File: config.mk
export PLATFORM = sky130hd
export DESIGN_NAME = ysyx_23060303_ifu_fetch
export DESIGN_NICKNAME = d
export VERILOG_FILES = /design/src/rtl/ysyx_23060303_defs.sv /design/src/rtl/ysyx_23060303_fetch_fifo.sv /design/src/rtl/ysyx_23060303_ifu_fetch.sv
export SDC_FILE = /design/constraint.sdc
export NUM_CORES = 1
export LEC_CHECK = 0
export CAP_MARGIN = 30
export CELL_PAD_IN_SITES_DETAIL_PLACEMENT = 1
export CELL_PAD_IN_SITES_GLOBAL_PLACEMENT = 1
export CORE_UTILIZATION = 35
export CTS_CLUSTER_DIAMETER = 100
export CTS_CLUSTER_SIZE = 28
export DETAILED_ROUTE_END_ITERATION = 6
export HOLD_SLACK_MARGIN = 0.08
export PLACE_DENSITY = 0.76
export SYNTH_ARGS = -nofsm -noshare
export SYNTH_HDL_FRONTEND = slang
export SYNTH_SLANG_ARGS = --single-unit
File: constraint.sdc
create_clock -name clk -period 1.9 [get_ports clk]
set_input_delay 0.38 -clock clk [delete_from_list [all_inputs] [get_ports clk]]
set_output_delay 0.38 -clock clk [all_outputs]
set_load 0.005 [all_outputs]
File: src/rtl/ysyx_23060303_defs.sv
// Shared definitions for the instruction fetch stage.
package ysyx_23060303_defs;

   typedef enum logic [1:0] {
      ST_IDLE = 2'd0,
      ST_REQ  = 2'd1,
      ST_WAIT = 2'd2
   } fetch_state_e;

   localparam logic [31:0] DEF_RESET_PC = 32'h8000_0000;
   localparam logic [31:0] EBREAK_INST  = 32'h0010_0073;
   localparam logic [31:0] NOP_INST     = 32'h0000_0013;

endpackage

File: src/rtl/ysyx_23060303_fetch_fifo.sv
// Small synchronous FIFO with flush and registered head outputs.
module ysyx_23060303_fetch_fifo #(
   parameter int WIDTH = 65,
   parameter int DEPTH = 2,
   parameter int CW    = $clog2(DEPTH) + 1
) (
   input  logic             clk,
   input  logic             rst,
   input  logic             push,
   input  logic [WIDTH-1:0] push_data,
   input  logic             pop,
   input  logic             flush,
   output logic [CW-1:0]    count,
   output logic             head_valid,
   output logic [WIDTH-1:0] head_data
);

   localparam int AW = $clog2(DEPTH);

   logic [WIDTH-1:0] mem_q [DEPTH];
   logic [WIDTH-1:0] mem_d [DEPTH];
   logic [AW-1:0]    wr_q, wr_d, rd_q, rd_d;
   logic [CW-1:0]    cnt_q, cnt_d;
   logic             head_valid_q, head_valid_d;
   logic [WIDTH-1:0] head_data_q, head_data_d;
   logic             do_push, do_pop;

   // Next storage/pointer state; the head is precomputed so out_* come straight from flops.
   always_comb begin
      mem_d   = mem_q;
      wr_d    = wr_q;
      rd_d    = rd_q;
      cnt_d   = cnt_q;
      do_pop  = pop && (cnt_q != '0);
      do_push = push && ((cnt_q < CW'(DEPTH)) || do_pop);
      if (flush) begin
         wr_d  = '0;
         rd_d  = '0;
         cnt_d = '0;
      end else begin
         if (do_push) begin
            mem_d[wr_q] = push_data;
            wr_d        = wr_q + AW'(1);
         end
         if (do_pop) begin
            rd_d = rd_q + AW'(1);
         end
         cnt_d = cnt_q + CW'(do_push) - CW'(do_pop);
      end
      head_valid_d = (cnt_d != '0);
      head_data_d  = mem_d[rd_d];
   end

   // FIFO state registers.
   always_ff @(posedge clk) begin
      if (!rst) begin
         for (int i = 0; i < DEPTH; i++) begin
            mem_q[i] <= '0;
         end
         wr_q         <= '0;
         rd_q         <= '0;
         cnt_q        <= '0;
         head_valid_q <= 1'b0;
         head_data_q  <= '0;
      end else begin
         mem_q        <= mem_d;
         wr_q         <= wr_d;
         rd_q         <= rd_d;
         cnt_q        <= cnt_d;
         head_valid_q <= head_valid_d;
         head_data_q  <= head_data_d;
      end
   end

   assign count      = cnt_q;
   assign head_valid = head_valid_q;
   assign head_data  = head_data_q;

endmodule

File: src/rtl/ysyx_23060303_ifu_fetch.sv
// Instruction fetch: PC register, one-outstanding memory request FSM, output FIFO.
//
// state   | meaning
// IDLE    | no request outstanding; waiting for FIFO space, halt low, no redirect
// REQ     | imem_req_valid high with a stable address until imem_req_ready
// WAIT    | request accepted; waiting for imem_rsp_valid
module ysyx_23060303_ifu_fetch
   import ysyx_23060303_defs::*;
#(
   parameter int                 PCWIDTH    = 32,
   parameter logic [PCWIDTH-1:0] RESET_PC   = PCWIDTH'(DEF_RESET_PC),
   parameter int                 FIFO_DEPTH = 2
) (
   input  logic               clk,
   input  logic               rst,
   input  logic               redirect_valid,
   input  logic [PCWIDTH-1:0] redirect_pc,
   input  logic               halt,
   output logic               imem_req_valid,
   input  logic               imem_req_ready,
   output logic [PCWIDTH-1:0] imem_req_addr,
   input  logic               imem_rsp_valid,
   input  logic [31:0]        imem_rsp_data,
   input  logic               imem_rsp_err,
   output logic               out_valid,
   input  logic               out_ready,
   output logic [PCWIDTH-1:0] out_pc,
   output logic [31:0]        out_inst,
   output logic               out_err
);

   localparam int EW = PCWIDTH + 33;
   localparam int CW = $clog2(FIFO_DEPTH) + 1;

   fetch_state_e       state_q, state_d;
   logic [PCWIDTH-1:0] fetch_pc_q, fetch_pc_d;
   logic [PCWIDTH-1:0] req_addr_q, req_addr_d;
   logic               drop_q, drop_d;

   logic [CW-1:0]      fifo_count, count_next;
   logic               head_valid;
   logic [EW-1:0]      head_data;
   logic               pop, rsp_take, push, can_issue;
   logic               unused_redirect_lsb;

   assign unused_redirect_lsb = ^redirect_pc[1:0];

   assign pop      = head_valid && out_ready;
   assign rsp_take = (state_q == ST_WAIT) && imem_rsp_valid;
   assign push     = rsp_take && !drop_q && !redirect_valid;
   // Occupancy after this cycle's pop and push; counting the push keeps a
   // request from being issued when its response would have nowhere to go.
   assign count_next = redirect_valid ? '0 : (fifo_count + CW'(push) - CW'(pop));
   assign can_issue  = !halt && !redirect_valid && (count_next < CW'(FIFO_DEPTH));

   // State and PC registers.
   always_ff @(posedge clk) begin
      if (!rst) begin
         state_q    <= ST_IDLE;
         fetch_pc_q <= RESET_PC;
         req_addr_q <= RESET_PC;
         drop_q     <= 1'b0;
      end else begin
         state_q    <= state_d;
         fetch_pc_q <= fetch_pc_d;
         req_addr_q <= req_addr_d;
         drop_q     <= drop_d;
      end
   end

   // Next-state logic.
   always_comb begin
      state_d = state_q;
      case (state_q)
         ST_IDLE: if (can_issue) state_d = ST_REQ;
         ST_REQ:  if (imem_req_ready) state_d = ST_WAIT;
         ST_WAIT: if (imem_rsp_valid) state_d = can_issue ? ST_REQ : ST_IDLE;
         default: state_d = ST_IDLE;
      endcase
   end

   // PC advance, redirect, drop tracking and request address latch.
   always_comb begin
      fetch_pc_d = fetch_pc_q;
      drop_d     = drop_q;
      req_addr_d = req_addr_q;
      if (push) begin
         fetch_pc_d = fetch_pc_q + PCWIDTH'(4);
      end
      if (rsp_take) begin
         drop_d = 1'b0;
      end
      if (redirect_valid) begin
         fetch_pc_d = {redirect_pc[PCWIDTH-1:2], 2'b00};
         // A request still in flight must have its response discarded.
         if ((state_q == ST_REQ) || ((state_q == ST_WAIT) && !imem_rsp_valid)) begin
            drop_d = 1'b1;
         end
      end
      // Address is frozen for the whole REQ phase, even across a redirect.
      if ((state_d == ST_REQ) && (state_q != ST_REQ)) begin
         req_addr_d = fetch_pc_d;
      end
   end

   // FSM outputs.
   always_comb begin
      imem_req_valid = (state_q == ST_REQ);
      imem_req_addr  = req_addr_q;
   end

   ysyx_23060303_fetch_fifo #(
      .WIDTH (EW),
      .DEPTH (FIFO_DEPTH),
      .CW    (CW)
   ) u_fifo (
      .clk        (clk),
      .rst        (rst),
      .push       (push),
      .push_data  ({fetch_pc_q, imem_rsp_data, imem_rsp_err}),
      .pop        (pop),
      .flush      (redirect_valid),
      .count      (fifo_count),
      .head_valid (head_valid),
      .head_data  (head_data)
   );

   assign out_valid = head_valid;
   assign out_pc    = head_data[EW-1:33];
   assign out_inst  = head_data[32:1];
   assign out_err   = head_data[0];

endmodule

==> results of run 1 <==
-- through the flow --
| stage | util [%] | worst slack (ns) | total power, mW | std cells | hold WS, ns |
|---|---|---|---|---|---|
| floorplan | - | -0.07223 | 6.230 | 1226 | 0.4362 |
| global placement | 46.54 | -0.6431 | 6.788 | 1793 | 0.4408 |
| detailed placement | 46.54 | -0.7149 | 6.806 | 1793 | 0.4476 |
| CTS | 48.45 | -0.07643 | 10.01 | 1816 | 0.2999 |
| global route | 51.33 | -0.1379 | 10.36 | 1834 | 0.3118 |
| finish | 51.33 | -0.05173 | 10.04 | 1834 | 0.3179 |
-- placed cells by master, fill, tap and decap left out, types with 8 or more instances in the layout --
| cell | n |
|---|---|
| buf_12 | 26 |
| inv_1 | 69 |
| o221ai_2 | 18 |
| clkbuf_16 | 15 |
| buf_6 | 18 |
| nand2_1 | 282 |
| nor2_1 | 47 |
| xnor2_1 | 23 |
| buf_4 | 91 |
| a21oi_2 | 18 |
| o221ai_1 | 44 |
| a21oi_1 | 204 |
| nor4_4 | 8 |
| nor3_1 | 9 |
| o21ai_0 | 33 |
| dfxtp_2 | 11 |
| dfxtp_1 | 254 |
| clkdlybuf4s50_1 | 163 |
-- final timing paths --
| kind | endpoint | cells past startpoint |
|---|---|---|
| worst max register to register | imem_req_addr[8]$_SDFFE_PN0P_ | 10 |
| worst max-delay path | imem_req_addr[8]$_SDFFE_PN0P_ | 10 |
| worst min register to register | u_fifo.mem_q[27]$_SDFF_PN0_ | 2 |
| worst min-delay path | imem_req_addr[18]$_SDFFE_PN0P_ | 3 |
-- logic make-up after synthesis --
| group | after synthesis | synth area share, % |
|---|---|---|
| adder cells (fa/ha/maj) | 4 | 0.4929 |
| buffers and inverters | 164 | 6.260 |
| XOR/XNOR | 30 | 2.588 |
| multiplexers | 6 | 0.5915 |
| AND/OR/NAND/NOR | 407 | 17.26 |
| AO/OA/AOI/OAI | 348 | 20.16 |
| flip-flops | 267 | 52.64 |
-- layer usage --
layer / track usage, % / wire length [um] / up-vias
met5: 0 / 0 / -
met4: 5.541 / 609 / 0
met3: 2.541 / 1640 / 45
met2: 39.27 / 18040 / 287
met1: 29.07 / 15570 / 4806
li1: - / - / 4616
-- flip-flops by register name, summed over array words and instances, names as in the netlist --
register	count
u_fifo.head_data	65
imem_req_addr	32
u_fifo.mem_q	130
state_q	2
u_fifo.count	2
fetch_pc_q	32
u_fifo.wr_q	1
u_fifo.rd_q	1
drop_q	1
u_fifo.head_valid	1
-- worst max-delay path: stages, from the launching register on --
cell	delay [ns]
dfxtp_2	0.37
nand2_2	0.08
inv_2	0.07
ha_4	0.20
nor3_4	0.26
xnor2_4	0.17
nor2_4	0.16
buf_12	0.16
buf_8	0.12
mux2i_1	0.22
nor2_1	0.06
-- power by group --
group          internal (mW)  switching, mW  total [mW]
combinational          0.495          0.522        1.02
clock                   1.40           1.84        3.24
sequential              5.70         0.0790        5.78
total                   7.59           2.45        10.0
-- final cells by class --
| class | instances | area, um2 |
|---|---|---|
| Multi-Input combinational cell | 796 | 4830 |
| Clock inverter | 2 | 41.29 |
| Fill cell | 3193 | 13710 |
| Timing Repair Buffer | 306 | 3147 |
| Inverter | 72 | 272.8 |
| Sequential cell | 267 | 5366 |
| Clock buffer | 13 | 325.3 |
| Tap cell | 378 | 473.0 |
-- timing repair --
action                     CTS  global route
pin swaps                   11            33
setup endpoints to repair   95           126
resized for setup           33           122
setup buffers                6            16
gates cloned                 2             3
==> flow_summary.ini, run 1 <==
[synth]
syn_area_um2 = 10150
synth-edff-count = 0
seq_area_frac_synth_pct = 52.64
synth_top_area_share_pct = 52.64
ys.flop_type = dfxtp_1
synth_area_per_cell_um2 = 8.282
synth_nets = 1302
yosysTopAreaCell = dfxtp_1
synthTopCellsByCount = nand2_1, dfxtp_1, a21oi_1
yosysMostFrequentCell = nand2_1
synth_cells = 1226
ys_ff_latch = 267
async_flop_share_pct = 0
yosys_warnings = 0
synthTopCellsByArea = dfxtp_1, a21oi_1, nand2_1, o221ai_1, inv_1
synth.distinct_cells = 48

[routing]
dr.pass1.iters = 5
vias_per_cell = 5.318
drtIter0Drc = 713
drt_drc_violations_left = 0
drtAntennaViolNets = 0
vias = 9754
wl_per_cell_um = 19.55
drt_wl_total_um = 35850

[global_route]
grt_pass1_vias = 9559
grt_use_total_pct = 22.37
grt_max_degree = 64
grt_overflow = 0
antenna_found_initial = 0
grt_pass1_wl_um = 52170

[power_and_ir_drop]
leakage_nw = 5.194
p_per_area_nw_per_um2 = 694.6
vdd.ir_drop.worst_mv = 0.4650

[timing]
worst_pin_slew_ns = 0.5182
period_share_pct = 102.7
layout_min_cycle_time_ns = 1.952
skew_ns = 0.01417
hold_violations = 0
rsz0062_at_grt = true
tns_ns = -0.4399
relSlewSlack_pct = 65.13
setup-violations-final = 14
layout_setup_ws_ns = -0.05173
finalMaxSlewViolations = 0
timing.fmax_mhz = 512.4

[final_layout]
final_area_um2 = 14460
diodes = 0
syn_to_final_growth_pct = 42.37
nets = 1532
drive_above_1_share_pct = 18.54

[cts]
root_buffer = clkbuf_16
cts_made_buffers = 13
clk_pin_slew_ns = 0.12
clockBufferDepth = 3
clk_latency_ns = 0.50
cts_htree_levels = 1
tritoncts = built
clock_sinks = 267
ctsHoldBuffers = 0

[worst_setup_path]
crit_arrival_ns = 2.34
critPathMaxFanout = 5
cp_data_required_time_ns = 2.29
end_kind = register
timing.rr.start = u_fifo.head_valid$_SDFF_PN0_
start_kind = register
ff2ff_setup_slack_ns = -0.05
crit_start = u_fifo.head_valid$_SDFF_PN0_
path_class = reg2reg

[placement]
hpwlAfterDp_um = 22710
place.port_buffers = 168
dpl_cell_area_um2 = 13110
gp_congestion = 0.8197

[outcome]
status = finished with violations
failed_checks = negative setup slack

[die]
die_w_um = 172.3
top_level_ports = 171
core_um2 = 28160
die_area_um2 = 29700
initial_core_util_pct = 36.05
rows = 61
die_y_um = 172.3

[flow_run]
max-cap-violations = 0

[min_path]
min_path_type = in2reg
min_from = rst
Power figures use the tool's default switching activity.
==> run 2, diff against run 1 <==
--- a/config.mk
+++ b/config.mk
@@ -14,6 +14,7 @@
 export DETAILED_ROUTE_END_ITERATION = 6
 export HOLD_SLACK_MARGIN = 0.08
 export PLACE_DENSITY = 0.76
+export SETUP_SLACK_MARGIN = 0.5
 export SYNTH_ARGS = -nofsm -noshare
 export SYNTH_HDL_FRONTEND = slang
 export SYNTH_SLANG_ARGS = --single-unit
==> flow_summary.ini, run 2 (same netlist as run 1, synthesis figures left out) <==
[die]
die_area_um2 = 29700
rows = 61
top_level_ports = 171
initial_core_util_pct = 36.05
die_y_um = 172.3
die_w_um = 172.3
core_um2 = 28160

[timing]
layout_setup_ws_ns = -0.5438
finalMaxSlewViolations = 0
rsz0062_at_grt = true
hold_violations = 0
relSlewSlack_pct = 37.19
timing.fmax_mhz = 409.2
skew_ns = 0.02441
period_share_pct = 128.6
layout_min_cycle_time_ns = 2.444
worst_pin_slew_ns = 0.9421
setup-violations-final = 254

[min_path]
min_path_type = in2reg

[final_layout]
nets = 1618
largest_reg_flops = 130
final_common_cell = dfxtp_1
drive_above_1_share_pct = 54.53
final_area_um2 = 19030
syn_to_final_growth_pct = 87.42
layout_common_cells = dfxtp_1, a21oi_2, nand2_1
regMostFlops = u_fifo.mem_q
stdcell_count = 1924
nFillCells = 2718

[global_route]
grt_util_met1_pct = 37.42
grt_use_total_pct = 31.85
met3_usage_pct = 4.692
antenna_found_initial = 3
grt_pass1_vias = 11780
grt_max_degree = 54
grt_pass1_wl_um = 71090
use_met2_pct = 56.24
grt_overflow = 0
busiest_layer = met2

[routing]
drtAntennaViolNets = 0
dr.pass1.iters = 5
wl_per_cell_um = 33.53
drt_drc_violations_left = 0
vias_per_cell = 6.330
drtIter0Drc = 1174
drt_wl_total_um = 64510
vias = 12180

[power_and_ir_drop]
vdd.ir_drop.worst_mv = 0.5820
leakage_nw = 8.654
p_per_area_nw_per_um2 = 557.2

[cts]
cts_made_buffers = 13
clk_pin_slew_ns = 0.12
root_buffer = clkbuf_16
clk_latency_ns = 0.51
clock_sinks = 267
tritoncts = built
cts_htree_levels = 1
clockBufferDepth = 3

[worst_setup_path]
end_kind = register
crit_arrival_ns = 2.82
ff2ff_setup_slack_ns = -0.54
crit_chain = o211ai_1, xor2_1, buf_4, nor2_4, xnor2_2, and2_4, buf_6, buf_6, buf_8, a21oi_2
path_class = reg2reg
cp_data_required_time_ns = 2.28
crit_path_frequent_cell = buf_6
critPathMaxStageDelay_ns = 0.36
critPathMaxFanout = 6
cp_slowest_cell = dfxtp_4
start_kind = register

[flow_run]
max-cap-violations = 0

[placement]
dpl_cell_area_um2 = 13480
gp_congestion = 0.8276
placed_cells = 1782
place.port_buffers = 168
hpwlAfterDp_um = 23470
dp_slack_ns = -0.6665

[outcome]
status = finished with violations
failed_checks = negative setup slack
run 2: repair_timing:
| item | CTS | global route |
|---|---|---|
| pin swaps | 159 | 173 |
| gates cloned | 27 | 12 |
| setup endpoints to repair | 361 | 338 |
| buffers inserted | 48 | 36 |
| gates resized for setup | 520 | 445 |
| hold buffers | 0 | 0 |
run 2: cell type report:
class	instances	area (um2)	share of cell area, %
well taps	378	473.0	2.485
multi-input cells	795	7446	39.13
repair buffers	393	5036	26.46
clock inverters	2	15.01	0.07890
inverters	72	275.3	1.447
clock buffers	15	332.8	1.749
diodes	2	5.005	0.02630
flip-flops and latches	267	5446	28.62
run 2: final timing paths:
| kind | from | endpoint | depth (start not counted) |
|---|---|---|---|
| worst max-delay path | u_fifo.count[1]$_SDFF_PN0_ | u_fifo.head_data[2]$_SDFF_PN0_ | 10 |
| worst min-delay path | rst | u_fifo.head_data[53]$_SDFF_PN0_ | 3 |
| worst max register to register | u_fifo.count[1]$_SDFF_PN0_ | u_fifo.head_data[2]$_SDFF_PN0_ | 10 |
| worst min register to register | imem_req_addr[19]$_SDFFE_PN0P_ | imem_req_addr[19]$_SDFFE_PN0P_ | 1 |
run 2: power by group:
| group | switching [mW] | internal (mW) | total [mW] |
|---|---|---|---|
| Clock | 2.03 | 1.29 | 3.31 |
| Sequential | 0.118 | 5.70 | 5.82 |
| Combinational | 0.877 | 0.591 | 1.47 |
run 2: per-layer routing:
layer  share of wire, %  routed length, um
met5              0.019                 12
met1                 36              23190
met4                8.4               5396
met3                7.3               4705
met2                 48              31210
run 2: metrics by stage:
step	power [mW]	setup TNS (ns)	utilization, %	hold WS [ns]
floorplan	6.288	-0.2948	-	0.4362
global placement	6.800	-119.59	47.85	0.4415
detailed placement	6.822	-134.19	47.85	0.4496
CTS	10.07	-2.390	59.03	0.3231
global route	10.79	-63.81	67.55	0.3307
finish	10.60	-54.53	67.57	0.3489
run 2: worst max-delay path: cells and delay by family, from the launching register on:
kind            cells  cell delay (ns)
flops               1             0.36
buf+inv             4             0.59
compound gates      2             0.66
xor+xnor            2             0.44
simple gates        2             0.26
==> run 3, diff against run 2 <==
--- a/config.mk
+++ b/config.mk
@@ -8,6 +8,7 @@
 export CAP_MARGIN = 30
 export CELL_PAD_IN_SITES_DETAIL_PLACEMENT = 1
 export CELL_PAD_IN_SITES_GLOBAL_PLACEMENT = 1
+export CORE_MARGIN = 3
 export CORE_UTILIZATION = 35
 export CTS_CLUSTER_DIAMETER = 100
 export CTS_CLUSTER_SIZE = 28
==> flow_summary.ini, run 3 (same netlist as run 1, synthesis figures left out) <==
[global_route]
busiest_layer = met2
use_met2_pct = 39.08
met3_usage_pct = 3.226
grt_max_degree = 78
antenna_found_initial = 1
grt_use_total_pct = 22.93
grt_pass1_vias = 10430
grt_pass1_wl_um = 57540
grt_util_met1_pct = 29.59
grt_overflow = 0

[worst_setup_path]
critPathMaxFanout = 3
path_class = reg2reg
crit_arrival_ns = 2.67
start_kind = register
cp_data_required_time_ns = 2.33
end_kind = register

[timing]
worst_pin_slew_ns = 0.6373
setup-violations-final = 251
finalMaxSlewViolations = 0
skew_ns = 0.03083
tns_ns = -36.33
layout_setup_ws_ns = -0.3417
layout_min_cycle_time_ns = 2.242
period_share_pct = 118.0
timing.fmax_mhz = 446.1
hold_violations = 0
rsz0062_at_grt = true
relSlewSlack_pct = 57.51

[power_and_ir_drop]
p_per_area_nw_per_um2 = 576.1
vdd.ir_drop.worst_mv = 0.7039
finalPower_mw = 10.45
leakage_nw = 8.387

[flow_run]
max-cap-violations = 0

[cts]
tritoncts = built
cts_htree_levels = 1
clock_sinks = 267
clk_latency_ns = 0.52
clk_pin_slew_ns = 0.12
clockBufferDepth = 3
root_buffer = clkbuf_16
ctsHoldBuffers = 0
cts_made_buffers = 13

[outcome]
failed_checks = negative setup slack
status = finished with violations

[final_layout]
syn_to_final_growth_pct = 78.74
nFillCells = 2790
layout_common_cells = a21oi_2, dfxtp_1, nand2_1
largest_reg_flops = 130
regMostFlops = u_fifo.mem_q
drive_above_1_share_pct = 51.30
nets = 1574

[die]
initial_core_util_pct = 36.05
top_level_ports = 171
die_w_um = 176.3
die_y_um = 176.3
rows = 61
core_um2 = 28160
die_area_um2 = 31090

[routing]
drtIter0Drc = 955
drt_drc_violations_left = 0
dr.pass1.iters = 7
drtAntennaViolNets = 0
wl_per_cell_um = 29.71
vias = 11260
drt_wl_total_um = 55860
vias_per_cell = 5.989

[placement]
hpwlAfterDp_um = 22990
gp_congestion = 0.8250
place.port_buffers = 168

[min_path]
min_path_type = in2reg
[run 3: cell types whose count changed in the layout (fill, tap and decap cells not counted), moves of 10 or more]
cell and change:
clkbuf_2 +12, buf_16 -25, buf_12 -11, buf_6 -11
buf_4 -11, a21oi_4 -15, nand2_2 -14, clkbuf_16 +14
buf_2 -27, clkdlybuf4s50_1 +10
[run 3: path summary, 6_finish.rpt]
| kind | start | to | slack (ns) | cells past startpoint |
|---|---|---|---|---|
| setup / recovery | state_q[0]$_SDFF_PN0_ | fetch_pc_q[21]$_SDFF_PN0_ | -0.34 | 9 |
| hold reg to reg | u_fifo.mem_q[101]$_SDFF_PN0_ | u_fifo.mem_q[101]$_SDFF_PN0_ | 0.49 | 2 |
| hold / removal | rst | u_fifo.head_data[55]$_SDFF_PN0_ | 0.29 | 3 |
| setup reg to reg | state_q[0]$_SDFF_PN0_ | fetch_pc_q[21]$_SDFF_PN0_ | -0.34 | 9 |
[run 3: per-stage QoR]
stage	worst slack, ns	area, um2	hold WS, ns	std cells	util, %
after floorplan	-0.06999	11080	0.4362	1226	-
after global placement	-0.5945	13330	0.4421	1771	47.31
after detailed placement	-0.6406	13330	0.4499	1771	47.31
after CTS	-0.04860	14480	0.2703	1812	51.41
after global routing	-0.3603	18150	0.2812	1880	64.44
final	-0.3417	18150	0.2883	1880	64.44
[run 3: what timing repair did]
item	4_1_cts	5_1_grt
endpoints found under the setup margin	361	361
gates cloned	5	32
pin swaps	29	271
gates resized for setup	107	713
setup buffers	18	35
[run 3: per-layer routing]
layer | up-vias | part of all wire [%]
met2 | 638 | 50
met1 | 5696 | 38
li1 | 4699 | -
met3 | 226 | 6.5
met5 | - | 0
met4 | 0 | 6.1
[run 3: area by class of cell]
| type | count | area, um2 | share of cell area (%) |
|---|---|---|---|
| clock buffer | 17 | 350.3 | 1.930 |
| timing repair buffer | 347 | 4335 | 23.89 |
| inverter | 72 | 277.8 | 1.531 |
| sequential | 267 | 5451 | 30.04 |
| clock inverter | 1 | 11.26 | 0.06205 |
| multi-input combinational | 797 | 7247 | 39.93 |
| antenna | 1 | 2.502 | 0.01379 |
| tap | 378 | 473.0 | 2.606 |
[run 3: where the power goes]
| part | internal, mW | leakage, nW | switching (mW) |
|---|---|---|---|
| Clock | 1.33 | 0.177 | 1.98 |
| Sequential | 5.70 | 2.20 | 0.116 |
| Combinational | 0.538 | 6.01 | 0.781 |
[run 3: critical path, stage by stage, from the launching register on]
cell       delay, ns
dfxtp_4         0.37
nand4bb_4       0.26
buf_4           0.18
buf_6           0.12
nor4_4          0.26
buf_4           0.22
nand4_1         0.20
nor2_1          0.23
a21oi_2         0.09
a21oi_1         0.20
